<file path="src/rtl/pc_ctrl_pkg.sv">
// Shared fetch-control definitions: redirect FSM states, branch opcodes and
// the default sequential PC step.
package pc_ctrl_pkg;

   typedef enum logic {RUN, FLUSH} state_t;

   // Also decoded by the condition logic and the instruction decoder
   localparam logic [3:0] OP_B    = 4'b1000;
   localparam logic [3:0] OP_BCND = 4'b1001;

   localparam int DEF_PC_INC = 4;

endpackage

</file>
<file path="src/rtl/pc_redirect_ctrl.sv">
// Fetch PC owner: redirects on a taken execute-stage branch, squashes the
// wrong path and keeps a saturating count of taken redirects.
module pc_redirect_ctrl
   import pc_ctrl_pkg::*;
#(
   parameter int                     PC_WIDTH     = 32,
   parameter logic [PC_WIDTH-1:0]    RESET_PC     = '0,
   parameter int                     PC_INC       = DEF_PC_INC,
   parameter int                     FLUSH_CYCLES = 1,
   parameter int                     CNT_WIDTH    = 16
) (
   input  logic                 clk,
   input  logic                 reset,
   input  logic                 stall,
   input  logic                 PCSrc,
   input  logic [PC_WIDTH-1:0]  branchTarget,
   output logic [PC_WIDTH-1:0]  pcF,
   output logic [PC_WIDTH-1:0]  pcPlusIncF,
   output logic                 flushD,
   output logic                 flushE,
   output logic                 redirectBusy,
   output logic [CNT_WIDTH-1:0] branchCount
);

   localparam logic [PC_WIDTH-1:0] W_INC      = PC_WIDTH'(PC_INC);
   localparam logic [2:0]          FLUSH_INIT = 3'(FLUSH_CYCLES - 1);

   state_t               r_state;
   logic [PC_WIDTH-1:0]  r_pc;
   logic [2:0]           r_flush_cnt;
   logic [CNT_WIDTH-1:0] r_branch_cnt;
   logic [PC_WIDTH-1:0]  w_pc_inc;
   logic                 w_redirect;

   assign w_pc_inc   = r_pc + W_INC;
   assign w_redirect = (r_state == RUN) && PCSrc;

   // Redirect beats stall: the wrong-path fetch must never be held.
   always_ff @(posedge clk) begin
      if (reset) begin
         r_pc         <= RESET_PC;
         r_state      <= RUN;
         r_flush_cnt  <= '0;
         r_branch_cnt <= '0;
      end else begin
         case (r_state)
            RUN: begin
               if (PCSrc) begin
                  r_pc        <= branchTarget;
                  r_state     <= FLUSH;
                  r_flush_cnt <= FLUSH_INIT;
                  if (r_branch_cnt != '1)
                     r_branch_cnt <= r_branch_cnt + CNT_WIDTH'(1);
               end else if (!stall) begin
                  r_pc <= w_pc_inc;
               end
            end
            FLUSH: begin
               // The execute slot is a bubble here, so PCSrc cannot be real.
               if (!stall) begin
                  r_pc <= w_pc_inc;
                  if (r_flush_cnt == 3'd0) r_state <= RUN;
                  else                     r_flush_cnt <= r_flush_cnt - 3'd1;
               end
            end
            default: r_state <= RUN;
         endcase
      end
   end

   assign pcF          = r_pc;
   assign pcPlusIncF   = w_pc_inc;
   assign flushD       = reset || w_redirect || (r_state == FLUSH);
   assign flushE       = reset || w_redirect;
   assign redirectBusy = !reset && (r_state == FLUSH);
   assign branchCount  = r_branch_cnt;

endmodule

</file>
<file path="config.mk">
export PLATFORM = sky130hd
export DESIGN_NAME = pc_redirect_ctrl
export DESIGN_NICKNAME = d
export VERILOG_FILES = /design/src/rtl/pc_ctrl_pkg.sv /design/src/rtl/pc_redirect_ctrl.sv
export SDC_FILE = /design/constraint.sdc
export NUM_CORES = 1
export LEC_CHECK = 0
export BUFFER_PORTS_ARGS = -buffer_cell sky130_fd_sc_hd__buf_2
export CAP_MARGIN = 40
export CORE_MARGIN = 2
export CORE_UTILIZATION = 50
export CTS_CLUSTER_DIAMETER = 150
export DETAILED_ROUTE_END_ITERATION = 7
export PLACE_DENSITY_LB_ADDON = 0.2
export SETUP_SLACK_MARGIN = 0.3
export SYNTH_ARGS = -nofsm -noshare
export SYNTH_HDL_FRONTEND = slang
export SYNTH_SLANG_ARGS = --single-unit
</file>
<file path="constraint.sdc">
create_clock -name clk -period 3 [get_ports clk]
set_clock_uncertainty 0.2 [all_clocks]
set_input_delay 0.45 -clock clk [delete_from_list [all_inputs] [get_ports clk]]
set_output_delay 0.45 -clock clk [all_outputs]
set_load 0.01 [all_outputs]
</file>
* After elaboration in Yosys (flattened, before gate mapping) *
Index checks and enable logic that the tools add are counted.
Widths: inputs -> output; s select.

word-level totals
  register bits after elaboration = 52
  output and inout bits = 83
  logic and storage cells = 31

operators by class
  add/subtract/negate cells = 3
  equality and inequality tests = 4
  muxes and demuxes = 11
  bitwise operators = 1
  reductions and logical operators = 8

operators by type and width
  kind                   count
  $mux 32                2
  $pmux 32 s2            1
  $add 32x3->32 const B  1
  $add 16x1->16 const B  1
  $ne 16x16->1 const B   1
  $mux 3                 3
  $ne 2x2->1 const B     3
  $pmux 3 s2             1
  $reduce_and 3->1       2
  $logic_not 3->1        1
  $mux 1                 3
  $sub 3x1->3 const B    1
  $logic_and 1x1->1      2
  $logic_or 1x1->1       2
  $pmux 1 s2             1
  $logic_not 1->1        1
  $not 1->1              1

* Depth between registers and ports, before layout *
Gate-level depths: netlist (run 1).

  depth in word-level cells = 4
  mapped depth = 8
  depth with buffers taken out = 8

* Least setup slack after synthesis (run 1) *
No wires, ideal clock.

  path type = register to output
  start point = register r_pc[15], in the netlist pcF[15]
  end point = output pcPlusIncF[26]
  arrival = 2.037 ns
  data required time = 2.350 ns
  path slack = 0.313 ns
  cell stages (with the launch flop) = 7
  buffers on the path = 1
  path through = dfxtp_1 > buf_4 > nand4_4 > or3_2 > or4b_4 > nor2_1 > xor2_1

on the way
  cells in the longest elaborated chain, start to end = 1

RTL lines
  what                    line                    text
  start, declared         pc_redirect_ctrl.sv:29  logic [PC_WIDTH-1:0] r_pc;
  start signal, assigned  pc_redirect_ctrl.sv:49  r_pc <= branchTarget;
  start signal, assigned  pc_redirect_ctrl.sv:55  r_pc <= w_pc_inc;
  start signal, assigned  pc_redirect_ctrl.sv:61  r_pc <= w_pc_inc;
  $add 32x3->32           pc_redirect_ctrl.sv:35  assign w_pc_inc = r_pc + W_INC;
  end, declared           pc_redirect_ctrl.sv:18  output logic [PC_WIDTH-1:0] pcPlusIncF,

No other way between the ends.

* Worst setup path after layout (run 1) *
  start point = register r_pc[19], in the netlist pcF[19]
  end point = output pcPlusIncF[28]

Same word-level chain as after synthesis.

==> impl_metrics.csv, run 1 <==
group,metric,value,unit
outcome,outcome,"finished clean",
route,route.met3.wl,637,µm
floorplanning,num_rows,29,
worst_setup_path,worstPathArrival,2.13,ns
clocking,cts_hold_buf,0,
worst_setup_path,crit_path_start_kind,"flop",
timing,slew_viol_final,0,
floorplanning,initial_utilization,51.1,%
route,dr.pass1.iters,4,
global_routing,grt_max_degree,33,
clocking,clock_latency,0.30,ns
logic_synthesis,synthFlopType,"dfxtp_1",
clocking,cts_num_sinks,52,
clocking,cts.path.max_buffers,2,
logic_synthesis,ys_ff_latch,52,
route,met1_length,4210,µm
worst_setup_path,cpMaxStageDelayCell,"or4b_4",
timing,tightest_slew,0.787,ns
final_layout,fillers,542,
clocking,root_buffer,"clkbuf_8",
place,dp_hpwl,6540,µm
worst_setup_path,worst_setup_path_end_kind,"output pin",
route,wirelength,8940,µm
timing,min_period_over_period,92.5,%
floorplanning,coreArea,6240,µm²
route,drtIter0Drc,134,
hold_path,hp-class,"input port to flop",
place,gp_congestion,0.941,
global_routing,grt_pass1_vias,2980,
logic_synthesis,yosysUniqueCellTypes,43,
route,ant_nets,0,
clocking,clkSlewWorstSetupHoldPaths,0.10,ns
timing,fmax,360,MHz
route,met2WireLength,3940,µm
power,leakagePower,1.84,nW
final_layout,final_core_util,67.1,%
final_layout,layout_commonest_cell,"buf_2",
timing,relSlewSlack,47.1,%
route,wire_per_inst,14.7,µm
place,io_buffers,118,
logic_synthesis,postSynthAreaPerCell,7.89,µm²
global_routing,antenna_found_initial,0,
floorplanning,die-area,7030,µm²
worst_setup_path,crit_buf_inv,1,
worst_setup_path,crit_type,"flop to output pin",
logic_synthesis,ys_warn_count,0,
floorplanning,die_h,83.9,µm
clocking,ctsHtreeMaxLevel,2,
worst_setup_path,cpPeakStageDelay,0.61,ns
final_layout,n_antenna_cell,0,
worst_setup_path,crit_family,"simple AND/OR/NAND/NOR gates",
power,peakVddDrop,249,µV
route,vias,3305,
logic_synthesis,syn_inst,404,
logic_synthesis,synth_top_cell_by_area,"dfxtp_1",
worst_setup_path,required,2.35,ns
route,top_layer_used,"met4",
logic_synthesis,ys_seq_area_share,32.6,%
floorplanning,die_w,83.9,µm
logic_synthesis,syn_area,3190,µm²
timing,rsz0062_at_grt,"true",
final_layout,area_growth,31.4,%
power,powerDensity,374,nW/µm²
final_layout,mostFrequentLayoutCells,"buf_2, nor2_1, xor2_1, dfxtp_1",
timing,hold_viol_final,0,
final_layout,drive_gt1_share,37.2,%
clocking,cts_made_buffers,5,
final_layout,finalNetCount,569,
logic_synthesis,synth.area.top_cells,"dfxtp_1, xor2_1, nor2_1",
flow_run,drv_cap,0,
logic_synthesis,synth.top_cell.area_share,32.6,%
route,vias_per_cell,5.44,
global_routing,track_usage,24.2,%
logic_synthesis,synthArstFlopShare,0,%
worst_setup_path,crit_fanout,3,
logic_synthesis,synth-edff-count,0,
clocking,cts_tree,"built",
logic_synthesis,synth.net_count,444,
timing,final.setup.tns,0,ns
global_routing,grt_pass1_wl,14200,µm
timing,setup_viol,0,
global_routing,gr-total-overflow,0,
floorplanning,pin_count,119,
timing,period_minus_slack,2.78,ns
worst_setup_path,crit_chain,"nand2_4 > or3_4 > or4b_4 > nor2_4 > xor2_1 > buf_2",
route,drc,0,
## path summary, 6_finish.rpt
| path | from | to | slack, ns | depth (start not counted) |
|---|---|---|---|---|
| setup / recovery | pcF[19] | pcPlusIncF[28] | 0.22 | 6 |
| hold / removal | branchTarget[31] | pcF[31] | 0.17 | 3 |
| setup reg to reg | pcF[3] | pcF[18] | 0.50 | 5 |
| hold reg to reg | pcF[0] | pcF[0] | 0.28 | 2 |
## cells in the mapped netlist (all sizes together), types with 3 or more instances
library cell / instances
nor3b: 3
dfxtp: 52
nand4: 20
xnor2: 26
a211oi: 26
nor4: 6
ha: 4
nor2b: 6
o21ai: 8
inv: 9
nand2: 31
a21oi: 12
and3: 4
a311oi: 4
buf: 9
nor2: 65
clkbuf: 20
xor2: 39
nor3: 8
and4: 3
or3: 9
nand3: 25
## sequential cells by signal (all words and copies together), names as in the netlist
signal	count
branchCount	16
pcF	32
r_flush_cnt	3
r_state	1
## report_power, final
part,switching [mW],internal (mW)
clock network,0.247,0.166
registers,0.0584,0.735
logic,0.196,0.164
## cell type report
cell class | instances | area (µm²) | area share [%]
inverters | 9 | 33.8 | 0.806
clock inverters | 3 | 21.3 | 0.508
clock buffers | 5 | 68.8 | 1.64
well taps | 77 | 96.3 | 2.30
repair buffers | 147 | 808 | 19.3
flip-flops and latches | 52 | 1080 | 25.7
multi-input cells | 314 | 2080 | 49.7
## per-layer routing
layer | GRT usage, % | up-vias
met5 | 0 | -
li1 | - | 1654
met3 | 5.04 | 14
met4 | 5.72 | 0
met2 | 37.1 | 126
met1 | 35.0 | 1511
## metrics by stage
stage	area [µm²]	total power [mW]	worst slack [ns]	cells	hold WS, ns
floorplan	3190	0.997	0.313	404	0.252
global placement	3850	1.13	0.316	584	0.253
detailed placement	3850	1.14	0.233	584	0.263
CTS	4090	1.56	0.226	602	0.162
global route	4190	1.65	0.145	607	0.162
finish	4190	1.57	0.224	607	0.168
## cell families (layout without fill, tap and decap cells)
family	after synthesis	after routing	synth area share, %
flip-flops	52	52	32.6
buffers and inverters	38	164	5.18
AO/OA/AOI/OAI	51	51	10.6
multiplexers	2	2	0.628
AND/OR/NAND/NOR	192	192	31.5
XOR/XNOR	65	65	17.9
adder cells (fa/ha/maj)	4	4	1.57
## repair_timing
action / 4_1_cts / 5_1_grt
endpoints found under the hold margin: 0 / 0
setup buffers: 10 / 5
pin swaps: 6 / 7
endpoints found under the setup margin: 12 / 17
gates resized for setup: 25 / 21
## worst min-delay path, delay by kind of cell
kind,cells,cell delay (ns)
compound gates,1,0.06
buf+inv,1,0.08
simple gates,1,0.06
No activity file was read; power rests on OpenSTA's default activity.
==> inputs of run 2 (changes only) <==
--- a/config.mk
+++ b/config.mk
@@ -5,6 +5,7 @@
 export SDC_FILE = /design/constraint.sdc
 export NUM_CORES = 1
 export LEC_CHECK = 0
+export ABC_AREA = 1
 export BUFFER_PORTS_ARGS = -buffer_cell sky130_fd_sc_hd__buf_2
 export CAP_MARGIN = 40
 export CORE_MARGIN = 2
==> impl_metrics.csv, run 2 <==
group,metric,value,unit
floorplanning,die-area,7320,µm²
clocking,clkSlewWorstSetupHoldPaths,0.11,ns
clocking,cts.path.max_buffers,2,
final_layout,finalNetCount,686,
worst_setup_path,cpMaxStageDelayCell,"dfxtp_2",
final_layout,largest_reg_flops,32,
logic_synthesis,synthFlopType,"dfxtp_1",
power,peakVddDrop,250,µV
power,combPwrFrac,26.1,%
clocking,root_buffer,"clkbuf_8",
global_routing,grt_max_degree,34,
final_layout,final_core_util,63.6,%
final_layout,mostFrequentLayoutCells,"nand2_1, buf_2, a21oi_1, nor2_1, dfxtp_1",
floorplanning,die_w,85.6,µm
route,wire_per_inst,13.3,µm
power,powerDensity,413,nW/µm²
power,leakagePower,1.84,nW
logic_synthesis,synth.most_common_cell,"nand2_1",
logic_synthesis,ys_ff_latch,52,
timing,fmax,380,MHz
final_layout,fillers,638,
place,dp_hpwl,7210,µm
worst_setup_path,crit_path_start_kind,"flop",
worst_setup_path,crit_fanout,5,
place,io_buffers,118,
timing,slew_viol_final,0,
final_layout,n_antenna_cell,0,
floorplanning,num_rows,29,
route,vias_per_cell,5.33,
timing,final.setup.tns,0,ns
power,p_int,1.09,mW
power,swShare,35.3,%
timing,hold_viol_final,0,
floorplanning,pin_count,119,
final_layout,drive_gt1_share,22.7,%
worst_setup_path,worst_setup_path_end_kind,"output pin",
worst_setup_path,crit_chain,"ha_1 > nand3_2 > nor2_4 > nand2_1 > nor2_1 > nand3_1 > and2_1 > buf_2",
clocking,cts_num_sinks,52,
clocking,cts_tree,"built",
clocking,cts_hold_buf,0,
final_layout,area_growth,22.2,%
timing,rsz0062_at_grt,"true",
timing,setup_viol,0,
logic_synthesis,synth_top_cell_by_area,"dfxtp_1",
place,dp_cells,715,
timing,relSlewSlack,70.9,%
worst_setup_path,cpPeakStageDelay,0.37,ns
hold_path,hp-class,"input port to flop",
power,p_seq_share,49.0,%
global_routing,grt_pass1_vias,3385,
final_layout,final_cells,724,
clocking,cts_made_buffers,5,
logic_synthesis,synth.top_cell.area_share,31.3,%
logic_synthesis,yosys-top-cells-count,"nand2_1, a21oi_1, nor2_1, dfxtp_1, inv_1",
route,dr.pass1.iters,5,
route,wirelength,9650,µm
clocking,clock_latency,0.32,ns
logic_synthesis,synth-edff-count,0,
route,vias,3859,
timing,min_period_over_period,87.7,%
logic_synthesis,postSynthAreaPerCell,6.21,µm²
final_layout,layout_commonest_cell,"nand2_1",
floorplanning,die_h,85.6,µm
outcome,outcome,"finished clean",
place,gp_congestion,0.930,
global_routing,grt_pass1_wl,15600,µm
worst_setup_path,worstPathArrival,1.98,ns
global_routing,gr-total-overflow,0,
floorplanning,coreArea,6390,µm²
route,drtIter0Drc,210,
route,ant_nets,0,
logic_synthesis,synthArstFlopShare,0,%
power,switchingPower,592,µW
logic_synthesis,ys_warn_count,0,
power,pwr-share-clk,24.9,%
route,drc,0,
logic_synthesis,synth.area.top_cells,"dfxtp_1, nand2_1, a21oi_1",
flow_run,drv_cap,0,
logic_synthesis,yosysUniqueCellTypes,30,
logic_synthesis,syn_inst,536,
logic_synthesis,syn_area,3330,µm²
floorplanning,initial_utilization,52.1,%
global_routing,track_usage,26.0,%
worst_setup_path,crit_type,"flop to output pin",
clocking,ctsHtreeMaxLevel,2,
logic_synthesis,synth.net_count,576,
global_routing,antenna_found_initial,0,
worst_setup_path,required,2.35,ns
timing,tightest_slew,0.436,ns
logic_synthesis,ys_seq_area_share,31.3,%
timing,period_minus_slack,2.63,ns
-- run 2: cell types whose count changed after synthesis, moves of 6 or more --
cell,previous run,this run
a211oi_1,26,1
a21oi_1,12,80
and2_1,1,8
inv_1,9,39
nand2_1,31,163
nand4_1,19,1
nor2_1,64,58
nor2b_1,6,0
o21ai_0,8,37
or3_1,7,0
xnor2_1,26,10
xor2_1,39,13
-- run 2: worst max-delay path, delay by kind of cell (launching register included) --
kind,cells,cell delay [ns]
simple gates,6,0.92
flops,1,0.37
fa+ha+maj,1,0.24
buf+inv,1,0.13
-- run 2: stage by stage --
stage / worst slack [ns] / area [µm²] / power, mW / hold WS [ns]
after global routing: 0.258 / 4060 / 1.77 / 0.183
after global placement: 0.762 / 3930 / 1.26 / 0.244
after CTS: 0.308 / 4050 / 1.68 / 0.183
after detailed placement: 0.669 / 3960 / 1.27 / 0.262
after floorplan: 0.887 / 3330 / 1.09 / 0.235
final: 0.369 / 4060 / 1.68 / 0.188
-- run 2: layer usage --
metal / routed length, µm / track usage [%] / up-vias / share of wire, %
met5: 0 / 0 / - / 0
met4: 92 / 6.64 / 0 / 0.95
met3: 732 / 4.14 / 12 / 7.6
met2: 4520 / 42.8 / 150 / 47
met1: 4300 / 35.7 / 1753 / 45
li1: - / - / 1944 / -
-- run 2: final cells by class --
class                           count  area (µm²)  share of cell area (%)
Timing Repair Buffer              124         651                    16.0
Inverter                           42         158                    3.88
Clock inverter                      3        18.8                   0.462
Clock buffer                        5        68.8                    1.69
Sequential cell                    52        1040                    25.7
Tap cell                           77        96.3                    2.37
Multi-Input combinational cell    421        2030                    49.9
-- run 2: power groups by stage --
stage | Combinational [mW] | Sequential (mW) | Clock (mW)
after CTS | 0.438 | 0.818 | 0.424
after global placement | 0.425 | 0.832 | 0
after floorplan | 0.255 | 0.840 | 0
after detailed placement | 0.436 | 0.834 | 0
final | 0.437 | 0.822 | 0.418
after global routing | 0.486 | 0.831 | 0.453
-- run 2: worst paths after layout --
path	start	endpoint	slack (ns)	cells after the start
worst max-delay path	pcF[2]	pcPlusIncF[28]	0.37	8
worst min-delay path	branchTarget[4]	pcF[4]	0.19	3
worst max register to register	branchCount[1]	branchCount[9]	0.97	8
worst min register to register	r_flush_cnt[1]	r_flush_cnt[1]	0.27	2
-- run 2: cells by family after synthesis --
family	Yosys count	synth area share (%)
simple gates	272	34.5
compound gates	122	18.7
buf+inv	63	7.93
flops	52	31.3
xor+xnor	23	6.05
fa+ha+maj	4	1.50
-- run 2: timing repair --
action,CTS,global route
setup buffers,0,1
resized for setup,0,4
setup endpoints to repair,0,6
